--- config.mk ---
export PLATFORM = sky130hd
export DESIGN_NAME = memcard_ctrl
export DESIGN_NICKNAME = d
export VERILOG_FILES = /design/src/rtl/memcard_pkg.sv /design/src/rtl/memcard_detect.sv /design/src/rtl/memcard_ctrl.sv
export SDC_FILE = /design/constraint.sdc
export NUM_CORES = 1
export LEC_CHECK = 0
export BUFFER_PORTS_ARGS = -buffer_cell sky130_fd_sc_hd__buf_4
export CORE_MARGIN = 8
export CORE_UTILIZATION = 40
export DETAILED_ROUTE_END_ITERATION = 10
export PLACE_DENSITY = 0.68
export SYNTH_ARGS = -nofsm -noshare
export SYNTH_HDL_FRONTEND = slang
export SYNTH_SLANG_ARGS = --single-unit
--- constraint.sdc ---
create_clock -name CLK_24M -period 2.4 [get_ports CLK_24M]
set_clock_uncertainty 0.15 [all_clocks]
set_input_delay 0.48 -clock CLK_24M [delete_from_list [all_inputs] [get_ports CLK_24M]]
set_output_delay 0.48 -clock CLK_24M [all_outputs]
set_load 0.1 [all_outputs]
--- src/rtl/memcard_pkg.sv ---
// Shared definitions for the memory card host controller: bus widths,
// default card timing, FSM encoding and the card strobe bundle.
package memcard_pkg;

    localparam int MC_ADDR_W = 24;
    localparam int MC_DATA_W = 8;
    localparam int MC_SIZE   = 2048;
    localparam int MC_CNT_W  = 4;
    localparam int MC_DB_W   = 8;

    localparam int MC_SETUP_CYC_DEF    = 1;
    localparam int MC_STROBE_CYC_DEF   = 3;
    localparam int MC_HOLD_CYC_DEF     = 1;
    localparam int MC_DEBOUNCE_CYC_DEF = 16;

    localparam logic [2:0] ST_IDLE   = 3'd0;
    localparam logic [2:0] ST_SETUP  = 3'd1;
    localparam logic [2:0] ST_STROBE = 3'd2;
    localparam logic [2:0] ST_HOLD   = 3'd3;
    localparam logic [2:0] ST_DONE   = 3'd4;

    // Card-side control pins; all strobes are active low.
    typedef struct packed {
        logic n_ce;
        logic n_oe;
        logic n_we;
        logic n_reg;
        logic cdd_oe;
    } mc_strobes_t;

    localparam mc_strobes_t MC_STROBES_IDLE = '{n_ce: 1'b1, n_oe: 1'b1, n_we: 1'b1,
                                                n_reg: 1'b1, cdd_oe: 1'b0};

    // Phase counters count down to zero, so a phase of N clocks loads N-1.
    function automatic logic [MC_CNT_W-1:0] mc_phase_load(input int cyc);
        return MC_CNT_W'(cyc - 1);
    endfunction

endpackage

--- src/rtl/memcard_detect.sv ---
// Card detect / write-protect front end: two-flop synchronisers on the
// asynchronous slot pins plus an insertion debounce counter.
module memcard_detect
    import memcard_pkg::*;
#(
    parameter int DEBOUNCE_CYC = MC_DEBOUNCE_CYC_DEF
) (
    input  logic clk,
    input  logic rst,
    input  logic n_cd1,
    input  logic n_cd2,
    input  logic n_wp,
    output logic card_present,
    output logic card_wp
);

    localparam logic [MC_DB_W-1:0] DB_MAX = MC_DB_W'(DEBOUNCE_CYC);

    logic [1:0]         cd1_sync_q, cd1_sync_d;
    logic [1:0]         cd2_sync_q, cd2_sync_d;
    logic [1:0]         wp_sync_q,  wp_sync_d;
    logic [MC_DB_W-1:0] db_cnt_q,   db_cnt_d;
    logic               both_low;

    assign both_low = ~cd1_sync_q[1] & ~cd2_sync_q[1];

    always_comb begin
        cd1_sync_d = {cd1_sync_q[0], n_cd1};
        cd2_sync_d = {cd2_sync_q[0], n_cd2};
        wp_sync_d  = {wp_sync_q[0], n_wp};
        if (!both_low) begin
            db_cnt_d = '0;
        end else if (db_cnt_q == DB_MAX) begin
            db_cnt_d = db_cnt_q;
        end else begin
            db_cnt_d = db_cnt_q + MC_DB_W'(1);
        end
    end

    // NOTE: sequential state uses non-blocking assignments only, so every
    // flop samples the pre-edge value of every other flop.
    always_ff @(posedge clk or posedge rst) begin
        if (rst) begin
            cd1_sync_q <= 2'b11;
            cd2_sync_q <= 2'b11;
            wp_sync_q  <= 2'b00;
            db_cnt_q   <= '0;
        end else begin
            cd1_sync_q <= cd1_sync_d;
            cd2_sync_q <= cd2_sync_d;
            wp_sync_q  <= wp_sync_d;
            db_cnt_q   <= db_cnt_d;
        end
    end

    // Gating with the live synced lines makes removal visible at once,
    // one clock before the counter itself clears.
    assign card_present = both_low && (db_cnt_q == DB_MAX);
    assign card_wp      = ~wp_sync_q[1];

endmodule

--- src/rtl/memcard_ctrl.sv ---
// Host-side memory card initiator: turns single-cycle REQ/ACK requests into
// timed setup/strobe/hold card bus cycles, refusing absent or protected cards.
module memcard_ctrl
    import memcard_pkg::*;
#(
    parameter int SETUP_CYC    = MC_SETUP_CYC_DEF,
    parameter int STROBE_CYC   = MC_STROBE_CYC_DEF,
    parameter int HOLD_CYC     = MC_HOLD_CYC_DEF,
    parameter int DEBOUNCE_CYC = MC_DEBOUNCE_CYC_DEF
) (
    input  logic                 CLK_24M,
    input  logic                 RESET,
    input  logic                 REQ,
    input  logic                 WE,
    input  logic                 REG_SEL,
    input  logic [MC_ADDR_W-1:0] ADDR,
    input  logic [MC_DATA_W-1:0] WDATA,
    output logic [MC_DATA_W-1:0] RDATA,
    output logic                 ACK,
    output logic                 ERR,
    output logic                 BUSY,
    output logic                 CARD_PRESENT,
    output logic                 CARD_WP,
    output logic [MC_ADDR_W-1:0] CDA,
    output logic [MC_DATA_W-1:0] CDD_O,
    output logic                 CDD_OE,
    input  logic [MC_DATA_W-1:0] CDD_I,
    output logic                 nCE,
    output logic                 nOE,
    output logic                 nWE,
    output logic                 nREG,
    input  logic                 nCD1,
    input  logic                 nCD2,
    input  logic                 nWP
);

    localparam logic [MC_CNT_W-1:0] SETUP_LD  = mc_phase_load(SETUP_CYC);
    localparam logic [MC_CNT_W-1:0] STROBE_LD = mc_phase_load(STROBE_CYC);
    localparam logic [MC_CNT_W-1:0] HOLD_LD   = mc_phase_load(HOLD_CYC);

    logic                 card_present;
    logic                 card_wp;

    logic [2:0]           state_q, state_d;
    logic [MC_CNT_W-1:0]  cnt_q,   cnt_d;
    logic                 we_q,    we_d;
    logic                 abort_q, abort_d;
    mc_strobes_t          strb_q,  strb_d;
    logic [MC_ADDR_W-1:0] cda_q,   cda_d;
    logic [MC_DATA_W-1:0] cdd_o_q, cdd_o_d;
    logic [MC_DATA_W-1:0] rdata_q, rdata_d;
    logic                 ack_q,   ack_d;
    logic                 err_q,   err_d;
    logic                 busy_q,  busy_d;

    memcard_detect #(
        .DEBOUNCE_CYC (DEBOUNCE_CYC)
    ) u_detect (
        .clk          (CLK_24M),
        .rst          (RESET),
        .n_cd1        (nCD1),
        .n_cd2        (nCD2),
        .n_wp         (nWP),
        .card_present (card_present),
        .card_wp      (card_wp)
    );

    always_comb begin
        // NOTE: every variable gets a default before the case statement;
        // a path that leaves one unassigned would infer a latch.
        state_d = state_q;
        cnt_d   = cnt_q;
        we_d    = we_q;
        abort_d = abort_q;
        strb_d  = strb_q;
        cda_d   = cda_q;
        cdd_o_d = cdd_o_q;
        rdata_d = rdata_q;
        ack_d   = 1'b0;
        err_d   = 1'b0;
        busy_d  = busy_q;

        case (state_q)
            ST_IDLE: begin
                if (REQ) begin
                    busy_d  = 1'b1;
                    we_d    = WE;
                    abort_d = 1'b0;
                    if (!card_present || (WE && card_wp)) begin
                        // Refused: the card bus is never touched.
                        state_d = ST_DONE;
                        ack_d   = 1'b1;
                        err_d   = 1'b1;
                    end else begin
                        state_d      = ST_SETUP;
                        cnt_d        = SETUP_LD;
                        cda_d        = ADDR;
                        strb_d.n_ce  = 1'b0;
                        strb_d.n_reg = ~REG_SEL;
                        if (WE) begin
                            strb_d.cdd_oe = 1'b1;
                            cdd_o_d       = WDATA;
                        end
                    end
                end
            end

            ST_SETUP: begin
                if (!card_present) begin
                    state_d = ST_HOLD;
                    cnt_d   = HOLD_LD;
                    abort_d = 1'b1;
                end else if (cnt_q == '0) begin
                    state_d     = ST_STROBE;
                    cnt_d       = STROBE_LD;
                    strb_d.n_oe = we_q;
                    strb_d.n_we = ~we_q;
                end else begin
                    cnt_d = cnt_q - MC_CNT_W'(1);
                end
            end

            ST_STROBE: begin
                // Removal wins over the final edge so an aborted read never
                // lands in RDATA.
                if (!card_present) begin
                    state_d     = ST_HOLD;
                    cnt_d       = HOLD_LD;
                    abort_d     = 1'b1;
                    strb_d.n_oe = 1'b1;
                    strb_d.n_we = 1'b1;
                end else if (cnt_q == '0) begin
                    state_d     = ST_HOLD;
                    cnt_d       = HOLD_LD;
                    strb_d.n_oe = 1'b1;
                    strb_d.n_we = 1'b1;
                    if (!we_q) begin
                        rdata_d = CDD_I;
                    end
                end else begin
                    cnt_d = cnt_q - MC_CNT_W'(1);
                end
            end

            ST_HOLD: begin
                if (cnt_q == '0) begin
                    state_d       = ST_DONE;
                    ack_d         = 1'b1;
                    err_d         = abort_q;
                    strb_d.n_ce   = 1'b1;
                    strb_d.n_reg  = 1'b1;
                    strb_d.cdd_oe = 1'b0;
                end else begin
                    cnt_d = cnt_q - MC_CNT_W'(1);
                end
            end

            ST_DONE: begin
                state_d = ST_IDLE;
                busy_d  = 1'b0;
            end

            default: begin
                state_d = ST_IDLE;
                strb_d  = MC_STROBES_IDLE;
                busy_d  = 1'b0;
            end
        endcase
    end

    // Asynchronous reset releases every card strobe without waiting for a clock.
    always_ff @(posedge CLK_24M or posedge RESET) begin
        if (RESET) begin
            state_q <= ST_IDLE;
            cnt_q   <= '0;
            we_q    <= 1'b0;
            abort_q <= 1'b0;
            strb_q  <= MC_STROBES_IDLE;
            cda_q   <= '0;
            cdd_o_q <= '0;
            rdata_q <= '0;
            ack_q   <= 1'b0;
            err_q   <= 1'b0;
            busy_q  <= 1'b0;
        end else begin
            state_q <= state_d;
            cnt_q   <= cnt_d;
            we_q    <= we_d;
            abort_q <= abort_d;
            strb_q  <= strb_d;
            cda_q   <= cda_d;
            cdd_o_q <= cdd_o_d;
            rdata_q <= rdata_d;
            ack_q   <= ack_d;
            err_q   <= err_d;
            busy_q  <= busy_d;
        end
    end

    assign RDATA        = rdata_q;
    assign ACK          = ack_q;
    assign ERR          = err_q;
    assign BUSY         = busy_q;
    assign CARD_PRESENT = card_present;
    assign CARD_WP      = card_wp;
    assign CDA          = cda_q;
    assign CDD_O        = cdd_o_q;
    assign CDD_OE       = strb_q.cdd_oe;
    assign nCE          = strb_q.n_ce;
    assign nOE          = strb_q.n_oe;
    assign nWE          = strb_q.n_we;
    assign nREG         = strb_q.n_reg;

endmodule

Word-level counts from Yosys, hierarchy flattened
Cells that the tools add are included.
{"block": "word_totals", "output_inout_bits": 50, "ff_bits": 71, "in_bits": 48}
{"block": "classes", "reduce_logical": 23, "n_mux": 43, "n_addsub": 2, "n_eq_ne": 16, "bitwise_logic": 10}
{"operator": "4-bit two-way mux", "count": 7}
{"operator": "4-bit AND reduction", "count": 6}
{"operator": "3-bit two-way mux", "count": 7}
{"operator": "2-bit != test (second input constant)", "count": 9}
{"operator": "8-bit two-way mux", "count": 2}
{"operator": "4-bit one-hot mux with 4 select lines", "count": 1}
{"operator": "2-bit two-way mux", "count": 7}
{"operator": "2-bit one-hot mux with 3 select lines", "count": 2}
{"operator": "3-bit one-hot mux with 4 select lines", "count": 1}
{"operator": "1-bit two-way mux", "count": 11}
{"operator": "1-bit NOT", "count": 9}
{"operator": "3-bit OR reduction", "count": 3}
{"operator": "8-bit by 1-bit adder with 8-bit output (second input constant)", "count": 1}
{"operator": "8-bit by 5-bit == test with 1-bit output (second input constant)", "count": 1}
{"operator": "1-bit one-hot mux with 2 select lines", "count": 4}
{"operator": "3-bit by 2-bit == test with 1-bit output (second input constant)", "count": 2}
{"operator": "3-bit != test (second input constant)", "count": 2}
{"operator": "3-bit AND reduction", "count": 2}
{"operator": "5-bit AND reduction", "count": 1}
{"operator": "4-bit logical NOT", "count": 1}
{"operator": "2-bit AND reduction", "count": 2}
{"operator": "4-bit nonzero test", "count": 1}
{"operator": "4-bit by 1-bit subtractor with 4-bit output (second input constant)", "count": 1}
{"operator": "3-bit by 1-bit == test with 1-bit output (second input constant)", "count": 1}
{"operator": "9 further kinds", "count": 10}

Longest topological paths before layout
Gate-level depths: netlist (run 1).
{"block": "logic_depth", "word_depth": 8, "ltp_mapped": 8, "depth_no_buf": 7}

Hierarchy
A second synthesis (run 1) with hierarchy kept.
{"block": "hier_totals", "hier_cells": 238, "hier_area_um2": 3057.9}
{"mod": "memcard_ctrl", "cells_per_inst": 182, "instances": 1, "area_per_inst_um2": 2448.6, "seq_area_each_um2": 1431.4}
{"mod": "memcard_detect", "cells_per_inst": 56, "instances": 1, "area_per_inst_um2": 609.3, "seq_area_each_um2": 355.3}

Worst setup path before layout (run 1)
No wires, ideal clock.
{"block": "synth_path", "kind": "reg2reg", "startpoint": "register u_detect.db_cnt_q[0]", "endpoint": "register cnt_q[2]", "path_buffers": 0, "path_stages_with_launch": 8, "path_slack_ps": -454, "arrival_time_ps": 2639, "required_time_ps": 2185, "path_cell_list": "dfrtp_1 -> inv_1 -> ha_1 -> or4b_1 -> nor3_4 -> a31oi_1 -> o221ai_1 -> o221a_2"}
{"block": "synth_via", "elab_chain_cells": 6, "elab_cells_between_ends": 9, "cone_classes": "2 x eq/ne; 3 x mux; 4 x reduce/logical"}
{"item": "start, declared", "line_no": "memcard_detect.sv:22", "text": "logic [MC_DB_W-1:0] db_cnt_q, db_cnt_d;"}
{"item": "start signal, assigned", "line_no": "memcard_detect.sv:52", "text": "db_cnt_q <= db_cnt_d;"}
{"item": "8-bit by 5-bit == test with 1-bit output *", "line_no": "memcard_detect.sv:58", "text": "assign card_present = both_low && (db_cnt_q == DB_MAX);"}
{"item": "1-bit logical AND *", "line_no": "memcard_detect.sv:58"}
{"item": "via CARD_PRESENT", "line_no": "memcard_ctrl.sv:22", "text": "output logic CARD_PRESENT,"}
{"item": "1-bit logical NOT"}
{"item": "1-bit logical OR", "line_no": "memcard_ctrl.sv:89", "text": "if (!card_present || (WE && card_wp)) begin"}
{"item": "2-bit != test (no source line)"}
{"item": "4-bit AND reduction (no source line)"}
{"item": "end signal, assigned", "line_no": "memcard_ctrl.sv:187", "text": "cnt_q <= cnt_d;"}
{"item": "end, declared", "line_no": "memcard_ctrl.sv:45", "text": "logic [MC_CNT_W-1:0] cnt_q, cnt_d;"}
Mark *: on every way through the listed nets, which the timed path passes. The rest lies on a longest branch.
A chain may end at the register's enable or synchronous reset.

Final worst setup path (run 1)
{"block": "layout_path", "startpoint": "register u_detect.db_cnt_q[1]", "endpoint": "output CARD_PRESENT"}
{"block": "layout_via", "elab_chain_cells": 2}
{"item": "8-bit by 5-bit == test with 1-bit output", "line_no": "memcard_detect.sv:58"}
{"item": "1-bit logical AND", "line_no": "memcard_detect.sv:58"}
{"item": "end, declared", "line_no": "memcard_ctrl.sv:22"}
Every way passes these cells.

==> results of run 1 <==
-- power groups by stage --
stage                     combinational, mW  sequential (mW)  clock [mW]
after floorplan                      0.0695             1.28           0
after global placement                0.190             1.25           0
after detailed placement              0.192             1.25           0
after CTS                             0.201             1.23        1.08
after global routing                  0.216             1.23        1.14
final                                 0.199             1.23        1.05
-- sequential cells by signal, summed over array words and instances (netlist names) --
signal,count
ERR,1
u_detect.wp_sync_q,2
abort_q,1
nCE,1
we_q,1
nWE,1
u_detect.db_cnt_q,8
RDATA,8
u_detect.cd1_sync_q,2
CDD_OE,1
nOE,1
BUSY,1
nREG,1
ACK,1
cnt_q,4
CDA,24
u_detect.cd2_sync_q,2
CDD_O,8
state_q,3
-- metal layers --
layer  vias up  part of all wire, %  global-route usage, %
met2        84                   48                   22.3
met4         0                  1.1                   5.27
met5         -                    0                      0
li1       1105                    -                      -
met3         7                   11                   7.68
met1      1143                   40                   15.7
-- path summary, 6_finish.rpt --
path | end | slack (ns) | cells past startpoint
setup / recovery | CARD_PRESENT | -0.08 | 5
hold / removal | CDA[18]$_DFFE_PP0P_ | 0.08 | 3
setup reg to reg | RDATA[1]$_DFFE_PP0P_ | 0.14 | 6
hold reg to reg | u_detect.cd2_sync_q[1]$_DFF_PP1_ | 0.21 | 0
max in group asynchronous | nCE$_DFFE_PP1P_ | 1.66 | 3
min in group CLK_24M | u_detect.wp_sync_q[0]$_DFF_PP0_ | 0.10 | 1
-- synth_stat cells, drive strengths merged, types with 4 or more instances --
library cell  count
o21ai             6
nand3             7
inv              10
dfrtp            63
nand2            11
a21o              5
nor3              6
xor2              4
mux2             41
ha                4
a21oi            13
clkbuf            6
nor2             22
dfstp             8
-- repair_timing --
item                                    in CTS  in global routing
pin swaps                                    2                  0
buffers inserted                             6                  0
cloned                                       0                  0
endpoints found under the setup margin       1                 10
gates resized for setup                      7                  4
-- kinds of logic after synthesis --
kind of cell / Yosys count / synth area share (%)
AO/OA/AOI/OAI: 38 / 8.16
buffers and inverters: 19 / 2.83
AND/OR/NAND/NOR: 68 / 13.1
flip-flops: 71 / 57.7
XOR/XNOR: 6 / 1.70
multiplexers: 41 / 14.9
adder cells (fa/ha/maj): 4 / 1.62
-- worst max-delay path: cells and delay by family (launching register included) --
kind	cells	cell delay [ns]
adder cells (fa/ha/maj)	1	0.13
buffers and inverters	2	0.28
flip-flops	1	0.39
AND/OR/NAND/NOR	2	0.71
-- cell type report --
type	count	area, um2	share of cell area (%)
Inverter	10	41.3	0.956
Clock buffer	10	128	2.95
Clock inverter	6	92.6	2.14
Tap cell	102	128	2.95
Timing Repair Buffer	113	886	20.5
Sequential cell	71	1790	41.4
Multi-Input combinational cell	157	1260	29.1
==> flow_summary.json, run 1 <==
{
  "dpl.hpwl_mm": 5.45,
  "antenna_found_initial": 0,
  "combinationalPowerShare_pct": 8.1,
  "ctsHoldBuffers": 0,
  "pre_cts_ws_ns": 0.0813,
  "antenna_cells": 0,
  "seqPwrFrac_pct": 49.6,
  "drive_gt1_share_pct": 53.4,
  "setup_viol": 1,
  "critPathKind": "reg -> out",
  "overflow": 0,
  "syn_avg_cell_area_um2": 12.5,
  "clock_path_buffers": 2,
  "wire_per_inst_um": 15.8,
  "syn_to_final_growth_pct": 39.5,
  "required_ns": 1.77,
  "clk_pin_slew_ns": 0.08,
  "ys_seq_area_share_pct": 57.7,
  "synthTopCellsByArea": "dfrtp_1, mux2_2, dfstp_2",
  "synth_top_flop_cell": "dfrtp_1",
  "reg2reg_from": "cnt_q[0]$_DFFE_PP0P_",
  "violations": "setup timing",
  "detail-route-antenna-nets": 0,
  "power_density_nw_per_um2": 573,
  "cts_inserted_buffers": 9,
  "dp_cells": 447,
  "ir_drop_v": 0.000454,
  "stdcell_count": 469,
  "via_per_inst": 4.99,
  "placed_area_um2": 4020,
  "yosys_warnings": 0,
  "final_common_cell": "buf_4",
  "crit_chain": "inv_2 -> ha_4 -> or4b_4 -> nor3_4 -> buf_12",
  "crit_start": "u_detect.db_cnt_q[1]$_DFFE_PP0P_",
  "power.switching_mw": 0.582,
  "port_buffers": 97,
  "cts_tree": "built",
  "crit_arrival_ns": 1.85,
  "syn-instance-count": 247,
  "yosys_register_bits": 71,
  "worstSkewPairLatency_ns": 0.34,
  "die-width_um": 104,
  "core_um2": 7610,
  "leakage_nw": 2.22,
  "nFillCells": 694,
  "period_needed_ns": 2.48,
  "rsz0062_at_grt": "yes",
  "cpPeakStageDelay_ns": 0.48,
  "cp_slowest_cell": "or4b_4",
  "synth_top_area_share_pct": 50.9,
  "cts_root_buffer": "clkbuf_8",
  "min_period_over_period_pct": 103,
  "drt-pass1-iter-count": 4,
  "yosys.area.top_type": "dfrtp_1",
  "synth_edf_count": 0,
  "status": "finished with violations",
  "final_cell_mix": "buf_4, dfrtp_1, mux2_2",
  "hold_viol_final": 0,
  "drv_cap": 0,
  "clock-sinks": 71,
  "dieArea_um2": 10800,
  "final_cell_area_um2": 4320,
  "final_nets": 414,
  "hp-class": "in -> async",
  "wirelength_mm": 7.43,
  "clockPowerShare_pct": 42.4,
  "synth_nets": 299,
  "drtIter0Drc": 113,
  "tns_ns": -0.0785,
  "timing.hold.ws_ns": 0.0832,
  "synth_area_um2": 3100,
  "endpoint_kind": "output pin",
  "p_int_mw": 1.89,
  "cp_max_fo": 2,
  "num_vias": 2339,
  "crit_path_start_kind": "flop",
  "fin_util_pct": 56.8,
  "die_h_um": 104,
  "yosysUniqueCellTypes": 46,
  "grt_max_degree": 72,
  "rows": 32,
  "async_flop_share_pct": 100,
  "worstMarginPinSlew_ns": 0.640,
  "boundaryPins": 98,
  "htreeDepth": 3,
  "slew_violations": 0,
  "total_power_mw": 2.48,
  "grt_pass1_wl_mm": 12.4,
  "relSlewSlack_pct": 57.3,
  "swShare_pct": 23.5,
  "drc": 0,
  "timing.fmax_mhz": 403,
  "first_global_vias": 2597,
  "fin_ws_ns": -0.0785,
  "globalplace.congestion": 0.801,
  "grtUsageTotal_pct": 14.1,
  "start_util_pct": 40.7
}
Note: power is estimated with default switching activity, not from simulation.
==> run 2: changes to the inputs <==
--- a/config.mk
+++ b/config.mk
@@ -6,7 +6,8 @@
 export NUM_CORES = 1
 export LEC_CHECK = 0
 export BUFFER_PORTS_ARGS = -buffer_cell sky130_fd_sc_hd__buf_4
-export CORE_MARGIN = 8
+export CORE_ASPECT_RATIO = 1.1
+export CORE_MARGIN = 10
 export CORE_UTILIZATION = 40
 export DETAILED_ROUTE_END_ITERATION = 10
 export PLACE_DENSITY = 0.68
==> constraint.sdc (replaced) <==
create_clock -name CLK_24M -period 2.4 [get_ports CLK_24M]
set_clock_uncertainty 0.15 [all_clocks]
set_input_delay 0.48 -clock CLK_24M [delete_from_list [all_inputs] [get_ports CLK_24M]]
set_output_delay 0.48 -clock CLK_24M [all_outputs]
set_load 0.02 [all_outputs]
==> flow_summary.json, run 2 (synthesis results as in run 1) <==
{
  "relSlewSlack_pct": 50.2,
  "leakage_nw": 2.21,
  "num_vias": 2388,
  "grtUsageTotal_pct": 13.8,
  "final_common_cell": "buf_4",
  "min_period_over_period_pct": 102,
  "stdcell_count": 475,
  "cts_root_buffer": "clkbuf_8",
  "drv_cap": 0,
  "wire_per_inst_um": 17.0,
  "cp-endpoint": "CARD_PRESENT",
  "fin_ws_ns": -0.0528,
  "hold_viol_final": 0,
  "crit_start": "u_detect.db_cnt_q[1]$_DFFE_PP0P_",
  "via_per_inst": 5.03,
  "rows": 33,
  "drtIter0Drc": 99,
  "required_ns": 1.77,
  "violations": "setup timing",
  "setup_viol": 1,
  "syn_to_final_growth_pct": 38.6,
  "port_buffers": 97,
  "tns_ns": -0.0528,
  "slew_violations": 0,
  "crit_arrival_ns": 1.82,
  "antenna_cells": 0,
  "rr_worst_depth": 8,
  "die-width_um": 104,
  "start_util_pct": 41.2,
  "cp_max_fo": 3,
  "htreeDepth": 3,
  "power_density_nw_per_um2": 525,
  "globalplace.congestion": 0.814,
  "worstMarginPinSlew_ns": 0.746,
  "drt-pass1-iter-count": 4,
  "drive_gt1_share_pct": 53.8,
  "hp-class": "in -> async",
  "dpl.hpwl_mm": 6.03,
  "clock-sinks": 71,
  "largest_reg_flops": 24,
  "worstSkewPairLatency_ns": 0.34,
  "rsz0062_at_grt": "yes",
  "final_nets": 417,
  "die_h_um": 112,
  "final_cell_mix": "buf_4, dfrtp_1, mux2_2",
  "detail-route-antenna-nets": 0,
  "clk_pin_slew_ns": 0.08,
  "period_needed_ns": 2.45,
  "wirelength_mm": 8.05,
  "dieArea_um2": 11700,
  "regToRegSetupSlack_ns": 0.09,
  "critPathKind": "reg -> out",
  "reg2reg_from": "u_detect.db_cnt_q[1]$_DFFE_PP0P_",
  "core_um2": 7510,
  "cts_inserted_buffers": 9,
  "status": "finished with violations",
  "boundaryPins": 98,
  "r2r-end": "RDATA[4]$_DFFE_PP0P_",
  "ir_drop_v": 0.000350,
  "endpoint_kind": "output pin",
  "timing.fmax_mhz": 408,
  "grt_max_degree": 31,
  "dp_cells": 449,
  "crit_path_start_kind": "flop",
  "grt_pass1_wl_mm": 13.2,
  "total_power_mw": 2.25,
  "overflow": 0,
  "cts_tree": "built",
  "drc": 0,
  "antenna_found_initial": 0,
  "clock_path_buffers": 2,
  "ctsHoldBuffers": 0,
  "first_global_vias": 2671
}
-- run 2: critical path: stages, from the launching register on --
cell and delay [ns]:
dfrtp_1 0.41, inv_2 0.09, ha_4 0.13, or4b_4 0.49
nor3_4 0.21, buf_6 0.15
-- run 2: worst min-delay path by stage --
stage,slack (ns),from,cells after the start,endpoint
5_1_grt,0.06,RESET,2,CDA[17]$_DFFE_PP0P_
4_1_cts,0.05,RESET,2,CDA[12]$_DFFE_PP0P_
6_report,0.04,RESET,2,CDA[12]$_DFFE_PP0P_
2_1_floorplan,0.18,u_detect.wp_sync_q[0]$_DFF_PP0_,0,u_detect.wp_sync_q[1]$_DFF_PP0_
3_5_place_dp,0.20,u_detect.wp_sync_q[0]$_DFF_PP0_,0,u_detect.wp_sync_q[1]$_DFF_PP0_
3_3_place_gp,0.18,u_detect.wp_sync_q[0]$_DFF_PP0_,0,u_detect.wp_sync_q[1]$_DFF_PP0_
-- run 2: metrics by stage --
step           area [um2]  util (%)  setup WS, ns  hold slack (ns)
5_1_grt              4290      57.1        -0.151           0.0633
3_3_place_gp         4000      53.3         0.166            0.184
2_1_floorplan        3100         -        0.0628            0.181
6_report             4290      57.1       -0.0528           0.0445
3_5_place_dp         4000      53.3        0.0958            0.195
4_1_cts              4230      56.2       -0.0733           0.0480
-- run 2: cell type report --
type                            instances  area, um2
Fill cell                             663       3220
Sequential cell                        71       1790
Multi-Input combinational cell        157       1260
Timing Repair Buffer                  116        900
Tap cell                              105        131
Clock buffer                           10        128
Clock inverter                          6       45.0
Inverter                               10       41.3
-- run 2: report_power, final --
group	internal, mW	switching (mW)
clock network	0.381	0.476
logic	0.0910	0.0773
registers	1.21	0.0171
total	1.68	0.570
-- run 2: metal layers --
layer	global-route usage (%)	share of wire [%]
met1	14.2	37
met2	23.1	50
met3	7.61	11
met4	5.57	1.7
met5	0	0
-- run 2: repair_timing --
item,in CTS,in global routing
gates resized for setup,5,6
setup endpoints to repair,1,35
pin swaps,2,2
setup buffers,4,6
